<file path="src/rtl/sifive_scope_tl_a_echo_capture_if.sv">
// Bundles the snooped TileLink A-channel handshakes and the trace record stream.
// The capture block drives the record side through the master modport.
interface sifive_scope_tl_a_echo_capture_if #(
    parameter int unsigned CHANNELS = 2,
    parameter int unsigned ECHO_W   = 3,
    parameter int unsigned TS_W     = 16
);
    logic [CHANNELS-1:0]        mon_valid;
    logic [CHANNELS-1:0]        mon_ready;
    logic [CHANNELS*ECHO_W-1:0] mon_echo;
    logic                       out_valid;
    logic                       out_ready;
    logic [TS_W-1:0]            out_ts;
    logic [CHANNELS-1:0]        out_mask;
    logic [CHANNELS*ECHO_W-1:0] out_echo;

    modport master (
        input  mon_valid, mon_ready, mon_echo, out_ready,
        output out_valid, out_ts, out_mask, out_echo
    );

    modport slave (
        output mon_valid, mon_ready, mon_echo, out_ready,
        input  out_valid, out_ts, out_mask, out_echo
    );
endinterface

</file>
<file path="src/rtl/sifive_scope_tl_a_echo_capture.sv">
// Timestamps qualifying A-channel beats and queues one shared record per cycle
// in a FIFO drained by a trace sink; never back-pressures the monitored bus.
module sifive_scope_tl_a_echo_capture #(
    parameter int unsigned CHANNELS = 2,
    parameter int unsigned ECHO_W   = 3,
    parameter int unsigned DEPTH    = 16,
    parameter int unsigned TS_W     = 16
) (
    input  logic                         clock,
    input  logic                         reset,
    input  logic                         enable,
    input  logic                         mode,
    input  logic                         clear,
    sifive_scope_tl_a_echo_capture_if.master tl,
    output logic [$clog2(DEPTH+1)-1:0]   count,
    output logic [7:0]                   drops,
    output logic                         overflow
);
    localparam int unsigned PtrW = $clog2(DEPTH);
    localparam int unsigned CntW = $clog2(DEPTH + 1);
    localparam int unsigned EchW = CHANNELS * ECHO_W;
    localparam int unsigned RecW = TS_W + CHANNELS + EchW;

    logic [RecW-1:0]     mem_q [DEPTH];
    logic [PtrW-1:0]     wptr_q, rptr_q;
    logic [CntW-1:0]     count_q;
    logic [7:0]          drops_q;
    logic                overflow_q;
    logic [TS_W-1:0]     ts_q;
    logic [CHANNELS-1:0] seen_q;
    logic [EchW-1:0]     last_q;

    logic [CHANNELS-1:0] fire, qual;
    logic [EchW-1:0]     rec_echo;
    logic                push_req, push_acc, pop;
    logic [RecW-1:0]     head;

    always_comb begin
        fire     = tl.mon_valid & tl.mon_ready;
        qual     = '0;
        rec_echo = '0;
        for (int i = 0; i < CHANNELS; i++) begin
            if (fire[i] && (!mode || !seen_q[i] ||
                            tl.mon_echo[i*ECHO_W +: ECHO_W] != last_q[i*ECHO_W +: ECHO_W])) begin
                qual[i]                     = 1'b1;
                rec_echo[i*ECHO_W +: ECHO_W] = tl.mon_echo[i*ECHO_W +: ECHO_W];
            end
        end
    end

    // Clear overrides every other action in its cycle.
    assign pop      = (count_q != '0) & tl.out_ready & ~clear;
    assign push_req = enable & (|qual) & ~clear;
    assign push_acc = push_req & ((count_q < CntW'(DEPTH)) | pop);

    always_ff @(posedge clock) begin
        if (push_acc) begin
            mem_q[wptr_q] <= {ts_q, qual, rec_echo};
        end
    end

    always_ff @(posedge clock) begin
        if (reset) begin
            wptr_q     <= '0;
            rptr_q     <= '0;
            count_q    <= '0;
            drops_q    <= '0;
            overflow_q <= 1'b0;
            ts_q       <= '0;
            seen_q     <= '0;
            last_q     <= '0;
        end else begin
            if (enable) begin
                ts_q <= ts_q + 1'b1;
            end
            if (clear) begin
                wptr_q     <= '0;
                rptr_q     <= '0;
                count_q    <= '0;
                drops_q    <= '0;
                overflow_q <= 1'b0;
                seen_q     <= '0;
                last_q     <= '0;
            end else begin
                if (pop) begin
                    rptr_q <= rptr_q + 1'b1;
                end
                if (push_acc) begin
                    wptr_q <= wptr_q + 1'b1;
                end else if (push_req) begin
                    overflow_q <= 1'b1;
                    if (drops_q != 8'hff) begin
                        drops_q <= drops_q + 8'd1;
                    end
                end
                case ({push_acc, pop})
                    2'b10:   count_q <= count_q + 1'b1;
                    2'b01:   count_q <= count_q - 1'b1;
                    default: count_q <= count_q;
                endcase
                // History tracks every fired beat, qualified or not.
                if (enable) begin
                    for (int i = 0; i < CHANNELS; i++) begin
                        if (fire[i]) begin
                            seen_q[i]                  <= 1'b1;
                            last_q[i*ECHO_W +: ECHO_W] <= tl.mon_echo[i*ECHO_W +: ECHO_W];
                        end
                    end
                end
            end
        end
    end

    // Head fields read as zero whenever the FIFO is empty.
    assign tl.out_valid = (count_q != '0);
    assign head         = tl.out_valid ? mem_q[rptr_q] : '0;
    assign {tl.out_ts, tl.out_mask, tl.out_echo} = head;

    assign count    = count_q;
    assign drops    = drops_q;
    assign overflow = overflow_q;
endmodule

</file>
<file path="src/flat_wrapper.sv">
// flat-port wrapper written by rule: the top's interface ports become plain ports
module sifive_scope_tl_a_echo_capture_flat 
#(
    parameter int unsigned CHANNELS = 2,
    parameter int unsigned ECHO_W   = 3,
    parameter int unsigned DEPTH    = 16,
    parameter int unsigned TS_W     = 16
)
  (clock, reset, enable, mode, clear, count, drops, overflow, tl_mon_valid, tl_mon_ready, tl_mon_echo, tl_out_ready, tl_out_valid, tl_out_ts, tl_out_mask, tl_out_echo);
  sifive_scope_tl_a_echo_capture_if #(.CHANNELS(CHANNELS), .ECHO_W(ECHO_W), .TS_W(TS_W)) tl_i ();
  input  logic clock;
  input  logic reset;
  input  logic enable;
  input  logic mode;
  input  logic clear;
  output logic [$clog2(DEPTH+1)-1:0] count;
  output logic [7:0] drops;
  output logic overflow;
  input wire logic [$bits(tl_i.mon_valid)-1:0] tl_mon_valid;
  input wire logic [$bits(tl_i.mon_ready)-1:0] tl_mon_ready;
  input wire logic [$bits(tl_i.mon_echo)-1:0] tl_mon_echo;
  input wire logic [$bits(tl_i.out_ready)-1:0] tl_out_ready;
  output wire logic [$bits(tl_i.out_valid)-1:0] tl_out_valid;
  output wire logic [$bits(tl_i.out_ts)-1:0] tl_out_ts;
  output wire logic [$bits(tl_i.out_mask)-1:0] tl_out_mask;
  output wire logic [$bits(tl_i.out_echo)-1:0] tl_out_echo;
  assign tl_i.mon_valid = tl_mon_valid;
  assign tl_i.mon_ready = tl_mon_ready;
  assign tl_i.mon_echo = tl_mon_echo;
  assign tl_i.out_ready = tl_out_ready;
  assign tl_out_valid = tl_i.out_valid;
  assign tl_out_ts = tl_i.out_ts;
  assign tl_out_mask = tl_i.out_mask;
  assign tl_out_echo = tl_i.out_echo;
  sifive_scope_tl_a_echo_capture #(.CHANNELS(CHANNELS), .ECHO_W(ECHO_W), .DEPTH(DEPTH), .TS_W(TS_W)) u_core (.clock(clock), .reset(reset), .enable(enable), .mode(mode), .clear(clear), .tl(tl_i), .count(count), .drops(drops), .overflow(overflow));
endmodule
</file>
<file path="config.mk">
export PLATFORM = sky130hd
export DESIGN_NAME = sifive_scope_tl_a_echo_capture_flat
export DESIGN_NICKNAME = d
export VERILOG_FILES = /design/src/rtl/sifive_scope_tl_a_echo_capture_if.sv /design/src/rtl/sifive_scope_tl_a_echo_capture.sv /design/src/flat_wrapper.sv
export SDC_FILE = /design/constraint.sdc
export NUM_CORES = 1
export LEC_CHECK = 0
export CAP_MARGIN = 15
export CORE_ASPECT_RATIO = 0.6
export CORE_MARGIN = 2
export CORE_UTILIZATION = 66
export CTS_CLUSTER_DIAMETER = 200
export DETAILED_ROUTE_END_ITERATION = 6
export GPL_ROUTABILITY_DRIVEN = 0
export PLACE_DENSITY = 0.89
export SETUP_SLACK_MARGIN = 0.2
export SLEW_MARGIN = 40
export SYNTH_ARGS = -nofsm -noshare
export SYNTH_HDL_FRONTEND = slang
export SYNTH_SLANG_ARGS = --single-unit
</file>
<file path="constraint.sdc">
create_clock -name clock -period 8.4 [get_ports clock]
set_input_delay 1.68 -clock clock [delete_from_list [all_inputs] [get_ports clock]]
set_output_delay 1.68 -clock clock [all_outputs]
set_load 0.02 [all_outputs]
</file>
Word level (Yosys, flattened, before mapping). Memories as Yosys holds them, arrays and structs flattened. A register that Yosys moved wholly into a read port is not among the register bits. Cells that the tools add are included. Widths: inputs -> output; s select.

Memories kept: 1. Register bits after elaboration: 46. Bits in writable memories: 384. Bits of input ports: 16.

Order comparisons: 1. Equal/unequal tests: 5. Add/sub/neg operators: 6. Reductions and logical operators: 17. Multiplexer cells: 10. Bitwise gates (word level): 9.

Memories: u_core.mem_q (depth 16, width 24, read ports 1, clocked after memory_dff 1, wr ports 1, RTL line sifive_scope_tl_a_echo_capture.sv:24) `logic [RecW-1:0] mem_q [DEPTH];`.

Operators with widths (count): $mux 24 (1); $add 16x1->16 const B (1); $pmux 5 s2 (1); $add 4x1->4 const B (2); $add 8x1->8 const B (1); $mux 4 (2); $ne 8x8->1 const B (1); $mux 3 (2); $ne 3x3->1 (2); $reduce_and 2->1 (3); $add 5x1->5 const B (1); $and 1x1->1 (5); $lt 5x5->1 const B (1); $reduce_bool 5->1 (1); $sub 5x1->5 const B (1); $logic_or 1x1->1 (4); $mux 1 (4); $reduce_or 2->1 (2); $logic_not 1->1 (3); $reduce_and 3->1 (1); $and 2x2->2 (1); $eq 2x1->1 const B (1); $eq 2x2->1 const B (1); $logic_and 1x1->1 (2); 3 further kinds (4).

Longest topological paths before layout. Gate-level depths: netlist of run 1.

Depth in word-level cells: 11. Mapped depth: 16.

Least setup slack after synthesis of run 1. Ideal clock, no wire load.

Path kind: input port to flip-flop. From: input mode. To: memory u_core.mem_q[3][0] in the netlist's numbering, enable pin. Slack: 3655 ps. Data required time: 7965 ps. Arrival: 4309 ps. Cell stages on the path: 4. Buffers on the path: 0. Cells stage by stage: and2_1 -> a41oi_2 -> o211ai_1 -> nor3_1.

Word-level cells in the longest chain between the ends: 11. Elaborated cells on any way between the ends: 15. Classes of those cells: 4 x mux; 3 x bitwise; 8 x reduce/logical.

RTL lines: start, declared (RTL line flat_wrapper.sv:14) `input logic mode;`; $logic_not 1->1 (RTL line sifive_scope_tl_a_echo_capture.sv:43) `if (fire[i] && (!mode || !seen_q[i] ||`; $logic_or 1x1->1 (2 in a row) (RTL line sifive_scope_tl_a_echo_capture.sv:43); $logic_and 1x1->1 (RTL line sifive_scope_tl_a_echo_capture.sv:43); $mux 1 (RTL line sifive_scope_tl_a_echo_capture.sv:43); net u_core.qual[0] (RTL line sifive_scope_tl_a_echo_capture.sv:33) `logic [CHANNELS-1:0] fire, qual;`; $reduce_or 2->1 (RTL line sifive_scope_tl_a_echo_capture.sv:53) `assign push_req = enable & (|qual) & ~clear;`; $and 1x1->1 (2 in a row) (RTL line sifive_scope_tl_a_echo_capture.sv:53); $and 1x1->1 (RTL line sifive_scope_tl_a_echo_capture.sv:54) `assign push_acc = push_req & ((count_q < CntW'(DEPTH)) | pop);`; $mux 1 (RTL line sifive_scope_tl_a_echo_capture.sv:57) `if (push_acc) begin`; $mux 1 (not written as such) (RTL line sifive_scope_tl_a_echo_capture.sv:58) `mem_q[wptr_q] <= {ts_q, qual, rec_echo};`; end, declared (RTL line sifive_scope_tl_a_echo_capture.sv:24).

The timed path passes the listed nets, and every way through them passes these cells.

==> reports/summary.txt, run 1 <==
=================================================================================
Final setup fails                                                               0
Die area                                                             0.02719 mm^2
Worst path required time                                                  6.72 ns
Unrepaired setup endpoints after global routing                                no
EDFF count, synth                                                             384
Library cell occupying the most area in the post-synthesis netlist   sky130_fd_sc_hd__edfxtp_1
CTS HTree Levels                                                                2
Global-route wire length before repair                                  57,130 um
Critical path fanouts, max                                                     36
Post-detailed-route wirelength per cell                                  30.23 um
Final net count                                                               949
Area of all placed cells without fillers                             0.01916 mm^2
Outcome                                                              finished, final reports clean
Via density per instance                                                    6.903
Overall die width                                                        211.6 um
Number of gates given a new drive strength after cts                            0
Clock root buffer master                                             sky130_fd_sc_hd__clkbuf_16
Kind of path behind the tightest hold check                            reg -> reg
Leading post-synthesis cells by cell area                            sky130_fd_sc_hd__edfxtp_1 68%, sky130_fd_sc_hd__mux4_2 16%, sky130_fd_sc_hd__dfxtp_1 5.9%, sky130_fd_sc_hd__and2_1 1.2%, sky130_fd_sc_hd__nor2_1 0.88%
Syn avg cell area                                                      20.19 um^2
First DRT Iteration DRCs                                                    1,191
Worst Setup Path Type                                                  reg -> out
DRC viols                                                                       0
WL met2                                                                 18,810 um
Count of mapped cells out of synthesis                                        845
Area growth from synthesis to final layout                                 12.29%
Share of Yosys cell area claimed by the top area cell type                 0.6759
Transition time of the tightest slew-check pin                          0.8921 ns
Maximum number of pins on one net before global-route repair                   51
Post-route core utilization                                                0.7561
Peak VDD IR                                                             0.1785 mV
Overall power of the completed layout                                     4070 uW
Hold-critical path depth                                                        2
Post-synth top cells                                                 384 x sky130_fd_sc_hd__edfxtp_1, 120 x sky130_fd_sc_hd__mux4_2, 50 x sky130_fd_sc_hd__dfxtp_1, 40 x sky130_fd_sc_hd__nor2_1, 34 x sky130_fd_sc_hd__and2_1
Tcrit/Tclk final                                                           0.6639
Achievable clock frequency                                              179.3 MHz
Ordered list of cells on the worst path                              buf_4, mux4_2, mux4_2, and2_1, clkdlybuf4s50_1
Slowest stage delay, CP                                                   0.81 ns
Startpoint of the worst-slack reg-to-reg timing path                 u_core.count[2]
Number of cells on the worst reg-to-reg path                                   12
Flip-flop and latch count after synthesis                                     434
Num CTS Buffers                                                                38
Setup repair bufs after CTS                                                     0
Dpl cell area                                                        0.01801 mm^2
Cell repeated most along the worst path                              sky130_fd_sc_hd__mux4_2
Tmin final                                                               5.577 ns
Detailed Routing Iterations Pass 1                                              5
Synthesized netlist net count                                                 871
Setup total negative slack                                                   0 ns
Number of global-route vias before repair                                   8,879
Number of buffers on the longest clock path                                     3
# clock sinks                                                                 434
Initial antenna violation count                                                 0
MaxCap Viol Count                                                               0
Async set-or-reset flop fraction in the synthesized netlist                     0
M1 WL                                                                   14,810 um
Core Rows                                                                      45
Data arrival at the endpoint of the critical path                         3.90 ns
P per Cell Area                                                      212.4 mW/mm^2
Max-slew headroom at the worst pin                                         0.4053
Post-DRT Antenna Nets                                                           0
Netlist Area Pre-Place                                               0.01706 mm^2
Portion of the post-synthesis area used by sequential elements             0.7345
Number of antenna diodes                                                        0
Number of vias after detailed routing                                       8,822
Final hold vios                                                                 0
Top routing layer in use                                                     met4
Crit end category                                                    primary output
Latest clock arrival within the worst-skew pair                           0.54 ns
Kind of launch point of the worst setup path                                 flop
Die height                                                               128.5 um
Worst hold margin                                                       0.4541 ns
I/O pin count                                                                  55
Slowest stage cell on the critical path                              sky130_fd_sc_hd__dfxtp_4
Clock Skew                                                             0.01974 ns
Routed Wire Length                                                      38,640 um
Count of port buffers added during placement                                   54
Effective utilization at floorplan                                         0.6734
Final count of pins violating max slew                                          0
Clock tree from TritonCTS                                                   built
Post-DP HPWL                                                            20,620 um
Number of hold buffers added after CTS                                          0
Most common cell in the netlist                                      sky130_fd_sc_hd__edfxtp_1
Area of the core region                                              0.02534 mm^2
Min-Delay Startpoint                                                 u_core.seen_q[0]
Number of distinct library cells after synthesis                               46
Pleak                                                                 0.006003 uW
Synth Warn #                                                                    0
Clock transition at the registers of the reported paths                   0.07 ns
Share of layout cells above drive strength 1                               0.2192
Primary flip-flop cell chosen by synthesis mapping                   sky130_fd_sc_hd__edfxtp_1
Residual overflow from global routing                                           0
Met3 Routed Length                                                        3984 um
GRT Resource Usage Total                                                   0.2987
=================================================================================
-- kinds of logic (layout without fill, tap and decap cells) --
logic type	count (synthesis)	in the layout	synth area share
adder cells (fa/ha/maj)	10	10	0.007334
XOR/XNOR	29	29	0.01489
AND/OR/NAND/NOR	147	147	0.04613
flip-flops	434	434	0.7345
buffers and inverters	52	156	0.01481
multiplexers	131	131	0.1649
AO/OA/AOI/OAI	42	42	0.01746
-- placed cells by master, fill, tap and decap left out, types with 3 or more instances in the layout --
cell / instances
sky130_fd_sc_hd__a21oi_1: 10
sky130_fd_sc_hd__and2_1: 34
sky130_fd_sc_hd__and3_1: 18
sky130_fd_sc_hd__and3_2: 4
sky130_fd_sc_hd__buf_4: 25
sky130_fd_sc_hd__clkbuf_1: 11
sky130_fd_sc_hd__clkbuf_16: 39
sky130_fd_sc_hd__clkdlybuf4s50_1: 53
sky130_fd_sc_hd__clkinv_1: 6
sky130_fd_sc_hd__clkinv_2: 4
sky130_fd_sc_hd__dfxtp_1: 47
sky130_fd_sc_hd__edfxtp_1: 384
sky130_fd_sc_hd__ha_1: 10
sky130_fd_sc_hd__inv_1: 10
sky130_fd_sc_hd__mux2i_1: 11
sky130_fd_sc_hd__mux4_2: 120
sky130_fd_sc_hd__nand2_1: 10
sky130_fd_sc_hd__nand3_1: 11
sky130_fd_sc_hd__nand4_1: 6
sky130_fd_sc_hd__nor2_1: 40
sky130_fd_sc_hd__nor2b_1: 4
sky130_fd_sc_hd__nor3_1: 3
sky130_fd_sc_hd__o211ai_1: 4
sky130_fd_sc_hd__o21a_1: 4
sky130_fd_sc_hd__o21ai_0: 3
sky130_fd_sc_hd__o21ai_1: 4
sky130_fd_sc_hd__o31ai_1: 3
sky130_fd_sc_hd__or3_1: 6
sky130_fd_sc_hd__xnor2_1: 15
sky130_fd_sc_hd__xor2_1: 14
-- worst paths after layout --
| kind | endpoint | slack [ns] |
|---|---|---|
| worst max-delay path | tl_out_ts[1] | 2.82 |
| worst min-delay path | u_core.seen_q[0] | 0.45 |
| worst min register to register | u_core.seen_q[0] | 0.45 |
| worst max register to register | u_core.count[4] | 4.73 |
-- worst max-delay path: cells and delay by family (launching register included) --
family / cells / cell delay [ns]
muxes: 2 / 1.10
and+or+nand+nor: 1 / 0.23
buffers and inverters: 2 / 1.18
DFF: 1 / 0.81
-- through the flow --
stage / setup slack [ns] / std cells
after floorplan: 3.655 / 845
after global placement: 3.372 / 1212
after detailed placement: 3.258 / 1212
after CTS: 2.718 / 1278
after global routing: 2.603 / 1278
final: 2.823 / 1278
-- routing by layer --
layer	vias to the layer above	track usage
met5	-	0
met4	0	0.1031
met3	83	0.06688
met2	580	0.4777
met1	4571	0.4198
li1	3588	-
-- cell type report --
cell class                 count  area, um^2
sequential                   434       12540
fill                        1336        6178
multi-input combinational    359        4289
clock buffer                  50        1017
timing repair buffer          79       723.2
tap                          329       411.6
clock inverter                16       135.1
inverter                      11       41.29
-- where the power goes --
| group | switching [uW] | internal [uW] |
|---|---|---|
| combinational | 39.1 | 26.0 |
| clock | 748 | 918 |
| sequential | 7.99 | 2330 |
| total | 795 | 3270 |
-- state kept, by name (all words and copies together) (netlist names), named ones only --
name / count
u_core.rptr_q: 4
u_core.drops: 8
u_core.wptr_q: 4
u_core.last_q: 6
u_core.count: 5
u_core.overflow: 1
u_core.ts_q: 16
u_core.seen_q: 2
u_core.mem_q: 384
(Power assumes the default switching activity.)
==> run 2: changes to the inputs <==
--- a/config.mk
+++ b/config.mk
@@ -8,11 +8,11 @@
 export CAP_MARGIN = 15
 export CORE_ASPECT_RATIO = 0.6
 export CORE_MARGIN = 2
-export CORE_UTILIZATION = 66
+export CORE_UTILIZATION = 61
 export CTS_CLUSTER_DIAMETER = 200
 export DETAILED_ROUTE_END_ITERATION = 6
 export GPL_ROUTABILITY_DRIVEN = 0
-export PLACE_DENSITY = 0.89
+export PLACE_DENSITY = 0.83
 export SETUP_SLACK_MARGIN = 0.2
 export SLEW_MARGIN = 40
 export SYNTH_ARGS = -nofsm -noshare
==> constraint.sdc (replaced) <==
create_clock -name clock -period 5.4 [get_ports clock]
set_input_delay 1.08 -clock clock [delete_from_list [all_inputs] [get_ports clock]]
set_output_delay 1.08 -clock clock [all_outputs]
set_load 0.02 [all_outputs]
==> run 2 against run 1 <==
Against the previous run:
- critical path depth unchanged
- combinational power up 54%
- via count down 2.6%
- sequential power up 56%
- design area up 0.91%
- power up 56%
- final cell count up 3.5%
- clock-buffer cell count up 6
- largest power group unchanged
- sequential cell count unchanged
- sequential share of layout area down 0.59 points
- critical endpoint is now tl_out_ts[14]
- worst hold slack worse by 0.0055 ns
==> reports/summary.txt, run 2 (synthesized netlist as in run 1, its figures left out) <==
===========================================================================
Outcome                                                        finished, final reports clean
WL met2                                                           16,990 um   -9.7%
Post-detailed-route wirelength per cell                            27.62 um   -8.7%
Count of port buffers added during placement                             54   unchanged
Commonest non-fill, non-tap cell in the layout                 sky130_fd_sc_hd__edfxtp_1
Number of fill cells                                                  1,651   +24%
Number of global-route vias before repair                             8,782   -1.1%
Final net count                                                         952   +0.32%
Critical path's top delay family                               multiplexers
Achievable clock frequency                                        222.0 MHz
Final count of pins violating max slew                                    0   unchanged
MaxCap Viol Count                                                         0   unchanged
Core Rows                                                                47   +4.4%
Final setup fails                                                         0   unchanged
Final hold vios                                                           0   unchanged
Effective utilization at floorplan                                   0.6199   -0.05345
Latest clock arrival within the worst-skew pair                     0.53 ns   about the same
Number of hold buffers added after CTS                                    0   unchanged
Kind of launch point of the worst setup path                           flop
Clock tree from TritonCTS                                             built
Maximum number of pins on one net before global-route repair             97   +90%
Crit end category                                              primary output
Initial antenna violation count                                           0   unchanged
Setup total negative slack                                             0 ns   unchanged
Routed Wire Length                                                36,540 um   -5.4%
Number of antenna diodes                                                  0   unchanged
Critical path fanouts, max                                               29   -19%
Worst Setup Path Type                                            reg -> out
Peak VDD IR                                                       0.3178 mV   +78%
Cell repeated most along the worst path                        sky130_fd_sc_hd__mux4_2
Unrepaired setup endpoints after global routing                          no
GRT Resource Usage Total                                             0.2618   -0.03695
Share of layout cells above drive strength 1                         0.2176   -0.001605
Number of gates given a new drive strength after cts                      0   unchanged
Most used cells in the layout excluding fill and tap cells     384 x sky130_fd_sc_hd__edfxtp_1, 120 x sky130_fd_sc_hd__mux4_2, 53 x sky130_fd_sc_hd__clkdlybuf4s50_1
Data arrival at the endpoint of the critical path                   3.42 ns   -0.48 ns
Transition time of the tightest slew-check pin                    0.8012 ns   -0.09086 ns
Post-DRT Antenna Nets                                                     0   unchanged
Detailed Routing Iterations Pass 1                                        7   +2
Die area                                                       0.02937 mm^2   +8.0%
Number of vias after detailed routing                                 8,592   -2.6%
Pleak                                                           0.006018 uW   +0.24%
P per Cell Area                                                328.0 mW/mm^2   +54%
Global-route wire length before repair                            55,210 um   -3.4%
Number of buffers on the longest clock path                               3   unchanged
Die height                                                         133.5 um   +3.9%
Top routing layer in use                                               met4
Register containing the most flip-flops in the final layout    u_core.mem_q
Via density per instance                                              6.494   -5.9%
Slowest stage cell on the critical path                        sky130_fd_sc_hd__dfxtp_4
Slowest stage delay, CP                                             0.74 ns   -0.07 ns
Met3 Routed Length                                                  3432 um   -14%
Residual overflow from global routing                                     0   unchanged
Overall power of the completed layout                               6341 uW   +56%
Setup repair bufs after CTS                                               0   unchanged
# clock sinks                                                           434   unchanged
Flip-flop count of the largest register after layout                    384   unchanged
Ordered list of cells on the worst path                        buf_12, mux4_2, mux4_2, and2_1, clkdlybuf4s50_1
Tcrit/Tclk final                                                     0.8342
I/O pin count                                                            55   unchanged
Overall die width                                                  219.9 um   +3.9%
Clock root buffer master                                       sky130_fd_sc_hd__clkbuf_16
Kind of path behind the tightest hold check                      reg -> reg
Worst path required time                                            4.32 ns   -2.40 ns
Clock Skew                                                      0.009403 ns   -0.01034 ns
First DRT Iteration DRCs                                              1,224   +2.8%
Clock transition at the registers of the reported paths             0.07 ns   about the same
DRC viols                                                                 0   unchanged
Tmin final                                                         4.505 ns
M1 WL                                                             15,330 um   +3.5%
Num CTS Buffers                                                          38   unchanged
CTS HTree Levels                                                          2   unchanged
Max-slew headroom at the worst pin                                   0.4659   +0.06057
Worst path bufs/invs                                                      2   unchanged
Area growth from synthesis to final layout                           13.32%
Area of the core region                                        0.02752 mm^2   +8.6%
Post-DP HPWL                                                      19,820 um   -3.9%
===========================================================================
[run 2: worst paths after layout]
path / start / endpoint / slack, ns / depth (start not counted)
setup / recovery: flop / tl_out_ts[14] / 0.90 / 5
hold / removal: u_core.seen_q[1] / u_core.seen_q[1] / 0.45 / 2
setup reg to reg: u_core.count[2] / u_core.count[4] / 1.98 / 12
hold reg to reg: u_core.seen_q[1] / u_core.seen_q[1] / 0.45 / 2
[run 2: area by class of cell]
class                   instances  area (um^2)  area share
clock buffers                  56         1092     0.05650
clock inverters                14        88.84    0.004595
inverters                      11        41.29    0.002136
multi-input cells             359         4290      0.2219
flip-flops and latches        434        12540      0.6487
well taps                     367        459.2     0.02375
repair buffers                 82        820.8     0.04245
[run 2: metal layers]
layer | track usage | up-vias
met2 | 0.3894 | 485
met5 | 0 | -
met3 | 0.04726 | 58
li1 | - | 3595
met1 | 0.4078 | 4454
met4 | 0.07233 | 0
[run 2: per-stage QoR]
step,utilization,hold WS [ns],setup slack (ns),instance area [um^2],std cells
after floorplan,-,0.4209,1.255,17060,845
after global placement,0.6597,0.4290,1.303,18160,1253
after detailed placement,0.6598,0.4412,1.112,18160,1253
after CTS,0.7027,0.4507,0.8051,19340,1323
after global routing,0.7025,0.4816,0.6897,19330,1323
final,0.7025,0.4485,0.8953,19330,1323
[run 2: power breakdown]
part	switching [uW]	leakage (uW)	internal [uW]
Sequential	12.0	0.00385	3630
Combinational	58.4	0.00159	41.8
Clock	1150	0.000580	1460
Total	1220	0.00602	5120
[run 2: tightest hold or removal path, cell delays in order, from the launching register on]
cell and delay [ns]:
sky130_fd_sc_hd__dfxtp_1 0.31, sky130_fd_sc_hd__inv_1 0.05, sky130_fd_sc_hd__a21oi_1 0.05
